[src/rtl/control_multicycle.sv]
// Multicycle MIPS control unit: Moore FSM with memory-ready stalls and a retired-instruction counter.
// Define CTRL_IMM_EN to enable the addi/andi/ori/slti path (IMM_EXEC/IMM_WB states).
module control_multicycle #(
  parameter int ALU_CTRL_W = 4,
  parameter int CNT_W      = 32
) (
  input  logic                  clk,
  input  logic                  rst,
  input  logic [5:0]            op,
  input  logic [5:0]            funct,
  input  logic                  zero,
  input  logic                  mem_ready,
  output logic                  pc_write,
  output logic                  pc_write_cond,
  output logic                  i_or_d,
  output logic                  mem_read,
  output logic                  mem_write,
  output logic                  ir_write,
  output logic                  mem_to_reg,
  output logic                  reg_dest,
  output logic                  reg_write,
  output logic                  alu_src_a,
  output logic [1:0]            alu_src_b,
  output logic [1:0]            pc_src,
  output logic [ALU_CTRL_W-1:0] alu_ctrl,
  output logic [3:0]            state,
  output logic                  instr_done,
  output logic                  illegal,
  output logic [CNT_W-1:0]      instr_cnt
);

  typedef enum logic [3:0] {
    S_FETCH    = 4'd0,
    S_DECODE   = 4'd1,
    S_MEM_ADDR = 4'd2,
    S_MEM_RD   = 4'd3,
    S_MEM_WB   = 4'd4,
    S_MEM_WR   = 4'd5,
    S_EXEC     = 4'd6,
    S_R_WB     = 4'd7,
    S_BRANCH   = 4'd8,
    S_JUMP     = 4'd9,
    S_IMM_EXEC = 4'd10,
    S_IMM_WB   = 4'd11
  } state_t;

  localparam logic [5:0] OP_RTYPE = 6'b000000;
  localparam logic [5:0] OP_LW    = 6'b100011;
  localparam logic [5:0] OP_SW    = 6'b101011;
  localparam logic [5:0] OP_BEQ   = 6'b000100;
  localparam logic [5:0] OP_J     = 6'b000010;
  localparam logic [5:0] OP_ADDI  = 6'b001000;
  localparam logic [5:0] OP_ANDI  = 6'b001100;
  localparam logic [5:0] OP_ORI   = 6'b001101;
  localparam logic [5:0] OP_SLTI  = 6'b001010;

  localparam logic [3:0] ALU_AND = 4'b0000;
  localparam logic [3:0] ALU_OR  = 4'b0001;
  localparam logic [3:0] ALU_ADD = 4'b0010;
  localparam logic [3:0] ALU_SUB = 4'b0110;
  localparam logic [3:0] ALU_SLT = 4'b0111;
  localparam logic [3:0] ALU_NOR = 4'b1100;

  state_t           state_reg, state_next;
  logic [CNT_W-1:0] cnt_reg;
  logic [3:0]       alu_op;

  // The zero flag is consumed by the datapath together with pc_write_cond.
  logic unused_zero;
  assign unused_zero = zero;

  always_comb begin
    state_next    = S_FETCH;
    pc_write      = 1'b0;
    pc_write_cond = 1'b0;
    i_or_d        = 1'b0;
    mem_read      = 1'b0;
    mem_write     = 1'b0;
    ir_write      = 1'b0;
    mem_to_reg    = 1'b0;
    reg_dest      = 1'b0;
    reg_write     = 1'b0;
    alu_src_a     = 1'b0;
    alu_src_b     = 2'b00;
    pc_src        = 2'b00;
    alu_op        = 4'b0000;
    instr_done    = 1'b0;
    illegal       = 1'b0;
    case (state_reg)
      S_FETCH: begin
        mem_read   = 1'b1;
        alu_src_b  = 2'b01;
        alu_op     = ALU_ADD;
        ir_write   = mem_ready;
        pc_write   = mem_ready;
        state_next = mem_ready ? S_DECODE : S_FETCH;
      end
      S_DECODE: begin
        alu_src_b = 2'b11;
        alu_op    = ALU_ADD;
        case (op)
          OP_RTYPE:     state_next = S_EXEC;
          OP_LW, OP_SW: state_next = S_MEM_ADDR;
          OP_BEQ:       state_next = S_BRANCH;
          OP_J:         state_next = S_JUMP;
`ifdef CTRL_IMM_EN
          OP_ADDI, OP_ANDI, OP_ORI, OP_SLTI: state_next = S_IMM_EXEC;
`endif
          default: begin
            illegal    = 1'b1;
            state_next = S_FETCH;
          end
        endcase
      end
      S_MEM_ADDR: begin
        alu_src_a  = 1'b1;
        alu_src_b  = 2'b10;
        alu_op     = ALU_ADD;
        state_next = (op == OP_SW) ? S_MEM_WR : S_MEM_RD;
      end
      S_MEM_RD: begin
        mem_read   = 1'b1;
        i_or_d     = 1'b1;
        state_next = mem_ready ? S_MEM_WB : S_MEM_RD;
      end
      S_MEM_WB: begin
        reg_write  = 1'b1;
        mem_to_reg = 1'b1;
        instr_done = 1'b1;
      end
      S_MEM_WR: begin
        mem_write  = 1'b1;
        i_or_d     = 1'b1;
        instr_done = mem_ready;
        state_next = mem_ready ? S_FETCH : S_MEM_WR;
      end
      S_EXEC: begin
        alu_src_a  = 1'b1;
        state_next = S_R_WB;
        case (funct)
          6'b100000: alu_op = ALU_ADD;
          6'b100010: alu_op = ALU_SUB;
          6'b100100: alu_op = ALU_AND;
          6'b100101: alu_op = ALU_OR;
          6'b101010: alu_op = ALU_SLT;
          6'b100111: alu_op = ALU_NOR;
          default: begin
            illegal    = 1'b1;
            state_next = S_FETCH;
          end
        endcase
      end
      S_R_WB: begin
        reg_write  = 1'b1;
        reg_dest   = 1'b1;
        instr_done = 1'b1;
      end
      S_BRANCH: begin
        alu_src_a     = 1'b1;
        alu_op        = ALU_SUB;
        pc_write_cond = 1'b1;
        pc_src        = 2'b01;
        instr_done    = 1'b1;
      end
      S_JUMP: begin
        pc_write   = 1'b1;
        pc_src     = 2'b10;
        instr_done = 1'b1;
      end
`ifdef CTRL_IMM_EN
      S_IMM_EXEC: begin
        alu_src_a  = 1'b1;
        alu_src_b  = 2'b10;
        state_next = S_IMM_WB;
        case (op)
          OP_ANDI: alu_op = ALU_AND;
          OP_ORI:  alu_op = ALU_OR;
          OP_SLTI: alu_op = ALU_SLT;
          default: alu_op = ALU_ADD;
        endcase
      end
      S_IMM_WB: begin
        reg_write  = 1'b1;
        instr_done = 1'b1;
      end
`endif
      default: state_next = S_FETCH;
    endcase
    // Reset abandons the instruction in flight: no strobe may leak out.
    if (rst) begin
      pc_write      = 1'b0;
      pc_write_cond = 1'b0;
      i_or_d        = 1'b0;
      mem_read      = 1'b0;
      mem_write     = 1'b0;
      ir_write      = 1'b0;
      mem_to_reg    = 1'b0;
      reg_dest      = 1'b0;
      reg_write     = 1'b0;
      alu_src_a     = 1'b0;
      alu_src_b     = 2'b00;
      pc_src        = 2'b00;
      alu_op        = 4'b0000;
      instr_done    = 1'b0;
      illegal       = 1'b0;
    end
  end

  always_comb begin
    alu_ctrl      = '0;
    alu_ctrl[3:0] = alu_op;
  end

  always_ff @(posedge clk) begin
    if (rst) begin
      state_reg <= S_FETCH;
      cnt_reg   <= '0;
    end else begin
      state_reg <= state_next;
      if (instr_done) cnt_reg <= cnt_reg + 1'b1;
    end
  end

  assign state     = state_reg;
  assign instr_cnt = cnt_reg;

endmodule

[config.mk]
export PLATFORM = sky130hd
export DESIGN_NAME = control_multicycle
export DESIGN_NICKNAME = d
export VERILOG_FILES = /design/src/rtl/control_multicycle.sv
export SDC_FILE = /design/constraint.sdc
export NUM_CORES = 1
export LEC_CHECK = 0
export ABC_CLOCK_PERIOD_IN_PS = 4930
export CAP_MARGIN = 15
export CELL_PAD_IN_SITES_DETAIL_PLACEMENT = 0
export CELL_PAD_IN_SITES_GLOBAL_PLACEMENT = 1
export CORE_MARGIN = 2
export CORE_UTILIZATION = 36
export DETAILED_ROUTE_END_ITERATION = 16
export PLACE_DENSITY = 0.95
export SYNTH_ARGS = -nofsm -noshare
export SYNTH_HDL_FRONTEND = slang
export SYNTH_SLANG_ARGS = --single-unit
[constraint.sdc]
create_clock -name clk -period 4.93 [get_ports clk]
set_input_delay 1.2325 -clock clk [delete_from_list [all_inputs] [get_ports clk]]
set_output_delay 1.2325 -clock clk [all_outputs]
set_load 0.02 [all_outputs]
# Word level (Yosys, flattened, before mapping)
# Index checks and enable logic that the tools add are counted.
# totals
register_bits	36
input_bits	16
output_inout_bits	56
# classes
n_addsub	1
eq_ne	19
n_mux	40
reduce_logical	11
# ops
cell	n
== test 6 bit (second input constant)	8
adder 32 x 1 -> 32 bit (second input constant)	1
2-to-1 mux 1 bit	24
case mux 4 bit (6 select lines)	1
case mux 4 bit (5 select lines)	1
== test 4 x 3 -> 1 bit (second input constant)	4
case mux 4 bit (4 select lines)	1
2-to-1 mux 3 bit	4
case mux 4 bit (3 select lines)	1
== test 4 x 2 -> 1 bit (second input constant)	2
== test 4 bit (second input constant)	2
OR reduction 2 bit	4
== test 6 x 2 -> 1 bit (second input constant)	1
== test 6 x 3 -> 1 bit (second input constant)	1
logical NOT 6 bit	1
case mux 1 bit (2 select lines)	3
case mux 2 bit (3 select lines)	1
OR reduction 3 bit	2
OR reduction 6 bit	1
OR reduction 5 bit	1
== test 4 x 1 -> 1 bit (second input constant)	1
logical NOT 4 bit	1
2-to-1 mux 2 bit	2
2-to-1 mux 4 bit	1
2 further kinds	2

# Longest topological paths before layout
# Gate-level depths: netlist of the first run.
# logic_depth
ltp_word	5
mapped_depth	8
mapped_depth_nobuf	6

# Worst setup path before layout of the first run
# OpenSTA, ideal clock, no wires.
# synth_path
path_type	input-to-output
from	input rst
to	output pc_write
t_arrival_ns	2.991
required_time_ns	3.698
setup_slack_ns	0.707
cell_stages	5
n_path_buf	2
path_cell_list	clkbuf_1 -> or3_1 -> clkbuf_1 -> nor4b_1 -> or2_1
# synth_via
elab_chain_len	1
# synth_lines
element	line_no	text
start, declared	8	input logic rst,
2-to-1 mux 1 bit	190	if (rst) begin
end, declared	13	output logic pc_write,
# No other way between the ends.

# Final worst setup path of the first run
# Same ends and word-level chain as after synthesis.

==> run_results.csv, run 1 <==
group,metric,value,unit
sta,slew_headroom,46.6,%
synthesis,yosysMostFrequentCell,"nor2_1",
clocking,cts_hold_buf,0,
detailed_routing,detail_route.wl_per_cell,13.6,um
detailed_routing,remaining_drc_errors,0,
power_and_ir_drop,p_per_area,185,mW/mm^2
clocking,clk_pin_slew,0.07,ns
final_layout,fin_area,0.00305,mm^2
power_and_ir_drop,pwr-share-comb,9.4,%
die,coreArea,0.00599,mm^2
placement,place_area,0.00295,mm^2
global_route,overflow,0,
power_and_ir_drop,leakage,0.961,nW
global_route,met2_usage,27.6,%
setup_path,arrival,3.29,ns
sta,hold_viol,0,
global_route,grt.total_usage,16.7,%
sta,worstMarginPinSlew,0.800,ns
detailed_routing,via_per_inst,5.35,
sta,setup_violations,0,
job,max_cap_violations,0,
clocking,cts_setup_buffers,0,
setup_path,critical_path_required,3.70,ns
detailed_routing,dr.pass1.iters,4,
clocking,clk_latency,0.29,ns
power_and_ir_drop,switching_power,134,uW
placement,dp.cells,412,
synthesis,ys_async_sr_fraction,0,%
sta,maxSlewViolCount,0,
synthesis,ys_seq_elements,36,
die,start_util,37.7,%
synthesis,synth.top_cell.area_share,31.9,%
synthesis,syn-num-nets,301,
die,die_x,83.2,um
detailed_routing,dr_total_vias,2248,
global_route,antenna_found_initial,0,
final_layout,layout.cells.non_filler,420,
clocking,clock_sinks,36,
final_layout,drive_gt1_share,5.80,%
die,die_area,0.00692,mm^2
final_layout,antenna_cells,0,
setup_path,cp-start-kind,"primary input",
synthesis,synth_edf_count,0,
worst_hold_path,holdCritPathClass,"reg -> reg",
sta,fin_ws,0.404,ns
setup_path,critPathCaptureType,"output pin",
clocking,root_buffer,"clkbuf_8",
final_layout,fill_cells,573,
synthesis,netlist_area,0.00226,mm^2
synthesis,ys_types,52,
sta,period_minus_slack,4.53,ns
detailed_routing,drtAntennaViolNets,0,
sta,finalCritPeriodShare,91.8,%
sta,rsz0062_at_grt,"false",
clocking,cts_tree,"yes",
global_route,grt_first_pass_wirelength,9920,um
die,core.rowCount,28,
detailed_routing,first_iter_violations,113,
final_layout,multi_input_area,0.00139,mm^2
placement,portBuffers,70,
setup_path,cp_max_fo,6,
synthesis,yosys.area.top_type,"dfxtp_1",
die,ios,72,
synthesis,yosys-top-cells-count,"nor2_1 (42), dfxtp_1 (36), xor2_1 (18)",
power_and_ir_drop,power.total,563,uW
power_and_ir_drop,clkPwrFrac,38.1,%
placement,gp_congestion,0.814,
die,die_h,83.2,um
power_and_ir_drop,swShare,23.8,%
clocking,h-tree-depth,2,
clocking,cts_resized,0,
sta,max_freq,221,MHz
global_route,grt_max_degree,45,
sta,skew,0.00831,ns
sta,timing.setup.tns,0,ns
power_and_ir_drop,power_frac_seq,52.5,%
placement,place_hpwl,4070,um
setup_path,path_class,"in -> out",
clocking,clock_path_buffers,2,
synthesis,synth_area_leaders,"dfxtp_1 (32%), nor2_1 (7.0%), xor2_1 (7.0%), o2111ai_1 (4.3%), a21oi_1 (3.5%)",
clocking,numCtsBuffers,5,
detailed_routing,drt_wl_total,5700,um
global_route,gr-usage-met1,21.3,%
final_layout,regArea,721,um^2
synthesis,yosysSeqAreaShare,31.9,%
synthesis,syn_inst,284,
placement,pre_cts_slack,0.416,ns
synthesis,yosysWarnings,0,
global_route,grt_pass1_vias,2180,
power_and_ir_drop,p_int,429,uW
final_layout,fin_nets,361,
final_layout,largest_reg_flops,32,
final_layout,area_delta_synth_final,34.9,%
synthesis,synthFlopType,"dfxtp_1",
global_route,gr-usage-met3,3.18,%
global_route,top_usage_layer,"met2",
synthesis,synth_area_per_cell,7.95,um^2
status,status,"finished, final reports clean",
power_and_ir_drop,max-vdd-ir-drop,0.127,mV
## cells in the final DEF, fill, tap and decap left out, types with 2 or more instances in the layout
cell,count
nand2b_1,5
o2111ai_1,11
and3_1,4
o211ai_1,5
clkinv_2,2
or3_1,12
xor2_1,18
or4_1,3
a211oi_1,3
clkdlybuf4s50_1,70
nor2b_1,4
a31oi_1,2
nor3b_1,2
xnor2_1,5
nor2_1,42
a21oi_1,16
nor4b_1,2
nor3_1,12
dfxtp_1,36
o31ai_1,3
o21ai_0,14
nand3_1,7
inv_1,8
nor3b_2,2
o21ai_1,3
buf_4,2
clkbuf_8,6
o32a_1,2
nand2_1,15
nand4_1,8
## kinds of logic after synthesis
family,count (synthesis),synth area share (%)
compound gates,66,20.4
xor+xnor,23,8.92
fa+ha+maj,2,0.997
buf+inv,27,6.37
flops,36,31.9
simple gates,130,31.4
## metrics by stage
step,util (%),hold WS [ns]
floorplan,-,0.558
global placement,49.3,0.476
detailed placement,49.3,0.499
CTS,50.9,0.512
global route,50.9,0.535
finish,50.9,0.506
## area by class of cell
| class | instances | share of cell area, % |
|---|---|---|
| flip-flops and latches | 36 | 23.7 |
| well taps | 75 | 3.08 |
| clock inverters | 2 | 0.329 |
| inverters | 8 | 0.986 |
| clock buffers | 6 | 2.71 |
| repair buffers | 72 | 23.5 |
| multi-input cells | 221 | 45.7 |
## critical path: stages
cell	delay (ns)
clkdlybuf4s50_1	0.47
or3_1	0.43
nor4b_1	0.39
or2_1	0.16
clkdlybuf4s50_1	0.60
## power by group through the flow
stage	Clock [mW]	Combinational (mW)	Sequential (mW)
6_report	0.214	0.0530	0.295
5_1_grt	0.233	0.0576	0.295
4_1_cts	0.224	0.0532	0.295
3_5_place_dp	0	0.0529	0.302
3_3_place_gp	0	0.0527	0.302
2_1_floorplan	0	0.0291	0.299
## worst paths after layout
kind                      start  depth (start not counted)       endpoint  slack, ns
setup / recovery            rst                          5       pc_write       0.40
hold / removal    instr_cnt[25]                          2  instr_cnt[25]       0.51
setup reg to reg       state[1]                          5  instr_cnt[29]       2.66
hold reg to reg   instr_cnt[25]                          2  instr_cnt[25]       0.51
## routing by layer
| layer | wire [um] | vias up |
|---|---|---|
| li1 | - | 1151 |
| met1 | 2670 | 1041 |
| met2 | 2730 | 54 |
| met3 | 266 | 2 |
| met4 | 29 | 0 |
| met5 | 0 | - |
No activity file was read; power rests on OpenSTA's default activity.
==> run 2: changes to the inputs <==
- CORE_ASPECT_RATIO: default -> 1.2
- SLEW_MARGIN: default -> 25
==> run 2 against run 1 <==
Sequential cell count is the same. Global-route usage shrank 0.24 points. Largest power group unchanged. Fmax grew 1.1%. Critical endpoint unchanged. Register-to-register slack gained 0.03 ns. Design area grew 1.4%.
==> run_results.csv, run 2 (same netlist as run 1, synthesis figures left out) <==
group,metric,value,unit
final_layout,largest_reg_flops,32,
global_route,grt_pass1_vias,2105,
clocking,cts_resized,0,
detailed_routing,remaining_drc_errors,0,
detailed_routing,dr_total_vias,2307,
setup_path,critical_path_required,3.70,ns
clocking,numCtsBuffers,5,
final_layout,mostFrequentLayoutCells,"clkdlybuf4s50_1 (70), nor2_1 (42), dfxtp_1 (36), xor2_1 (18), a21oi_1 (16)",
sta,whs,0.496,ns
final_layout,fin_nets,361,
placement,gp_congestion,0.808,
clocking,clk_latency,0.29,ns
final_layout,area_delta_synth_final,36.8,%
clocking,clock_sinks,36,
power_and_ir_drop,p_int,496,uW
status,status,"finished, final reports clean",
final_layout,drive_gt1_share,5.80,%
power_and_ir_drop,switching_power,134,uW
global_route,grt.total_usage,16.4,%
detailed_routing,drt_wl_total,5570,um
sta,period_minus_slack,4.48,ns
sta,max_freq,223,MHz
sta,hold_viol,0,
power_and_ir_drop,clkPwrFrac,44.7,%
setup_path,cp-start-kind,"primary input",
power_and_ir_drop,p_per_area,204,mW/mm^2
clocking,clk_pin_slew,0.07,ns
sta,setup_violations,0,
setup_path,crit_top_cell,"clkdlybuf4s50_1",
setup_path,critPathCaptureType,"output pin",
power_and_ir_drop,leakage,0.975,nW
worst_hold_path,holdCritPathClass,"reg -> reg",
setup_path,arrival,3.24,ns
sta,skew,0.00843,ns
clocking,h-tree-depth,2,
final_layout,final_common_cell,"clkdlybuf4s50_1",
detailed_routing,via_per_inst,5.40,
setup_path,crit_path_cell_trace,"clkdlybuf4s50_1, or3_1, nor4b_1, or2_1, clkdlybuf4s50_1",
setup_path,critPathSlowestCell,"clkdlybuf4s50_1",
detailed_routing,drtAntennaViolNets,0,
sta,timing.setup.tns,0,ns
global_route,grt_max_degree,45,
global_route,grt_first_pass_wirelength,9620,um
sta,fin_ws,0.454,ns
job,max_cap_violations,0,
placement,portBuffers,70,
clocking,clock_path_buffers,2,
die,die_x,76.3,um
die,start_util,37.3,%
power_and_ir_drop,pwr-share-comb,8.4,%
setup_path,slowest_delay,0.60,ns
power_and_ir_drop,swShare,21.3,%
clocking,cts_tree,"yes",
final_layout,fill_cells,595,
clocking,root_buffer,"clkbuf_8",
sta,worstMarginPinSlew,0.787,ns
die,ios,72,
clocking,cts_hold_buf,0,
global_route,antenna_found_initial,0,
detailed_routing,dr.pass1.iters,4,
die,coreArea,0.00605,mm^2
power_and_ir_drop,power_frac_seq,46.9,%
setup_path,path_class,"in -> out",
die,core.rowCount,31,
placement,place_hpwl,3960,um
sta,finalCritPeriodShare,90.8,%
sta,slew_headroom,47.5,%
sta,maxSlewViolCount,0,
die,die_area,0.00693,mm^2
placement,pre_cts_slack,0.438,ns
detailed_routing,detail_route.wl_per_cell,13.0,um
setup_path,cp_max_fo,6,
global_route,overflow,0,
clocking,cts_setup_buffers,0,
die,die_h,90.8,um
final_layout,antenna_cells,0,
power_and_ir_drop,max-vdd-ir-drop,0.181,mV
detailed_routing,first_iter_violations,171,
sta,rsz0062_at_grt,"false",
[run 2: changes by cell type in the layout (fill, tap and decap cells not counted)]
cell / change
bufinv_16: +1
clkinv_2: -2
clkbuf_8: +1
[run 2: path summary, 6_finish.rpt]
| path | from | endpoint | slack, ns | depth (start not counted) |
|---|---|---|---|---|
| hold reg to reg | instr_cnt[31] | instr_cnt[31] | 0.50 | 2 |
| setup reg to reg | instr_cnt[0] | instr_cnt[22] | 2.69 | 6 |
| setup / recovery | rst | pc_write | 0.45 | 5 |
| hold / removal | instr_cnt[31] | instr_cnt[31] | 0.50 | 2 |
[run 2: power groups by stage]
stage                     Combinational [mW]  Sequential (mW)  Clock, mW
after floorplan                       0.0291            0.299          0
after global placement                0.0528            0.302          0
after detailed placement              0.0529            0.302          0
after CTS                             0.0531            0.295      0.288
after global routing                  0.0576            0.295      0.299
final                                 0.0529            0.295      0.281
[run 2: worst max-delay path, delay by kind of cell]
family	cells	cell delay (ns)
buffers and inverters	2	1.06
and+or+nand+nor	3	0.96
[run 2: per-layer routing]
metal | share of wire (%) | vias to the layer above | track usage [%] | wire length [um]
met5 | 0 | - | 0 | 0
met4 | 2.2 | 0 | 6.67 | 124
met3 | 6.6 | 13 | 4.10 | 368
met2 | 46 | 85 | 27.1 | 2590
met1 | 45 | 1057 | 20.4 | 2490
li1 | - | 1152 | - | -
[run 2: cell type report]
type	instances	area, um^2	area share (%)
Timing Repair Buffer	72	716	23.2
Multi-Input combinational cell	221	1390	45.1
Sequential cell	36	721	23.3
Clock buffer	7	96.3	3.12
Clock inverter	1	30.0	0.972
Inverter	8	30.0	0.972
Tap cell	82	103	3.32
[run 2: metrics by stage]
stage	util, %	power [mW]	area, um^2	instances
final	51.1	0.629	3090	427
after CTS	51.1	0.636	3090	427
after global placement	49.0	0.355	2960	419
after detailed placement	49.0	0.355	2960	419
after global routing	51.1	0.652	3090	427
after floorplan	-	0.328	2260	284
==> run 3: changes to the inputs <==
==> constraint.sdc (replaced) <==
create_clock -name clk -period 4.93 [get_ports clk]
set_input_delay 0.493 -clock clk [delete_from_list [all_inputs] [get_ports clk]]
set_output_delay 0.493 -clock clk [all_outputs]
set_load 0.02 [all_outputs]
==> run 3 against run 2 <==
Clock skew about the same. Largest power group unchanged. Core utilization unchanged. Non-clock buffer count is the same. Critical endpoint is now illegal. Critical path depth rose by 2. Total power is 0.57% higher.
==> run_results.csv, run 3 (same netlist as run 1, synthesis figures left out) <==
group,metric,value,unit
sta,hold_viol,0,
final_layout,drive_gt1_share,5.80,%
clocking,cts_tree,"yes",
detailed_routing,first_iter_violations,145,
detailed_routing,dr_total_vias,2255,
placement,gp_congestion,0.799,
global_route,grt_max_degree,46,
clocking,cts_setup_buffers,0,
clocking,clk_pin_slew,0.07,ns
setup_path,cp-start-kind,"primary input",
setup_path,path_class,"in -> out",
sta,skew,0.00811,ns
die,die_h,90.8,um
worst_hold_path,holdCritPathClass,"reg -> reg",
power_and_ir_drop,leakage,0.975,nW
final_layout,final_common_cell,"clkdlybuf4s50_1",
final_layout,largest_reg_flops,32,
sta,max_freq,330,MHz
status,status,"finished, final reports clean",
clocking,clk_latency,0.29,ns
sta,worstMarginPinSlew,0.771,ns
final_layout,antenna_cells,0,
clocking,cts_hold_buf,0,
power_and_ir_drop,power.total,633,uW
setup_path,critPathCaptureType,"output pin",
final_layout,fin_nets,361,
setup_path,arrival,2.54,ns
sta,period_minus_slack,3.03,ns
clocking,clock_path_buffers,2,
sta,finalCritPeriodShare,61.5,%
clocking,h-tree-depth,2,
clocking,clock_sinks,36,
sta,timing.setup.tns,0,ns
die,core.rowCount,31,
global_route,antenna_found_initial,0,
global_route,grt.total_usage,16.7,%
detailed_routing,dr.pass1.iters,6,
placement,place_hpwl,4040,um
sta,slew_headroom,48.5,%
setup_path,critical_path_required,4.44,ns
power_and_ir_drop,max-vdd-ir-drop,0.102,mV
setup_path,cp_max_fo,45,
clocking,root_buffer,"clkbuf_8",
clocking,cts_resized,0,
detailed_routing,via_per_inst,5.28,
global_route,overflow,0,
die,start_util,37.3,%
clocking,numCtsBuffers,5,
sta,setup_violations,0,
final_layout,area_delta_synth_final,36.8,%
final_layout,mostFrequentLayoutCells,"clkdlybuf4s50_1 (70), nor2_1 (42), dfxtp_1 (36), xor2_1 (18), a21oi_1 (16)",
die,die_area,0.00693,mm^2
detailed_routing,remaining_drc_errors,0,
global_route,grt_first_pass_wirelength,9850,um
placement,portBuffers,70,
detailed_routing,drtAntennaViolNets,0,
die,ios,72,
detailed_routing,detail_route.wl_per_cell,13.2,um
global_route,grt_pass1_vias,2100,
detailed_routing,drt_wl_total,5620,um
die,coreArea,0.00605,mm^2
power_and_ir_drop,p_per_area,205,mW/mm^2
sta,maxSlewViolCount,0,
job,max_cap_violations,0,
die,die_x,76.3,um
sta,rsz0062_at_grt,"false",
[run 3: cell counts in the layout (fill, tap and decap cells not counted)]
Identical to the previous run, type by type.
[run 3: final cells by class]
cell class | instances | area (um^2)
Timing Repair Buffer | 72 | 716
Tap cell | 82 | 103
Clock inverter | 1 | 30.0
Clock buffer | 7 | 96.3
Fill cell | 602 | 2960
Sequential cell | 36 | 721
Multi-Input combinational cell | 221 | 1390
Inverter | 8 | 30.0
[run 3: layer usage]
layer	share of wire (%)	track usage, %	up-vias
li1	-	-	1147
met1	44	19.9	1038
met2	49	29.5	63
met3	5.9	4.20	7
met4	1.2	4.70	0
met5	0	0	-
[run 3: report_power, final]
group	switching, mW	internal (mW)	leakage, nW
clock network	0.106	0.178	0.0645
logic	0.0273	0.0258	0.620
registers	0.00372	0.291	0.290
[run 3: per-stage QoR]
| step | instances | hold slack [ns] | util (%) | worst slack [ns] | instance area, um^2 |
|---|---|---|---|---|---|
| 2_1_floorplan | 284 | 0.558 | - | 2.19 | 2260 |
| 3_3_place_gp | 419 | 0.476 | 49.0 | 1.86 | 2960 |
| 3_5_place_dp | 419 | 0.483 | 49.0 | 1.89 | 2960 |
| 4_1_cts | 427 | 0.494 | 51.1 | 1.87 | 3090 |
| 5_1_grt | 427 | 0.506 | 51.1 | 1.76 | 3090 |
| 6_report | 427 | 0.499 | 51.1 | 1.90 | 3090 |
[run 3: path summary, 6_finish.rpt]
path                      start            end  slack [ns]  cells past startpoint
hold / removal    instr_cnt[31]  instr_cnt[31]        0.50                      2
setup reg to reg   instr_cnt[0]  instr_cnt[22]        2.67                      6
setup / recovery            rst        illegal        1.90                      7
hold reg to reg   instr_cnt[31]  instr_cnt[31]        0.50                      2
[run 3: worst max-delay path, cell delays in order]
cell             delay [ns]
clkdlybuf4s50_1        0.41
buf_4                  0.29
nor2_1                 0.22
nand2_1                0.07
a211oi_1               0.30
a31o_1                 0.14
clkdlybuf4s50_1        0.60
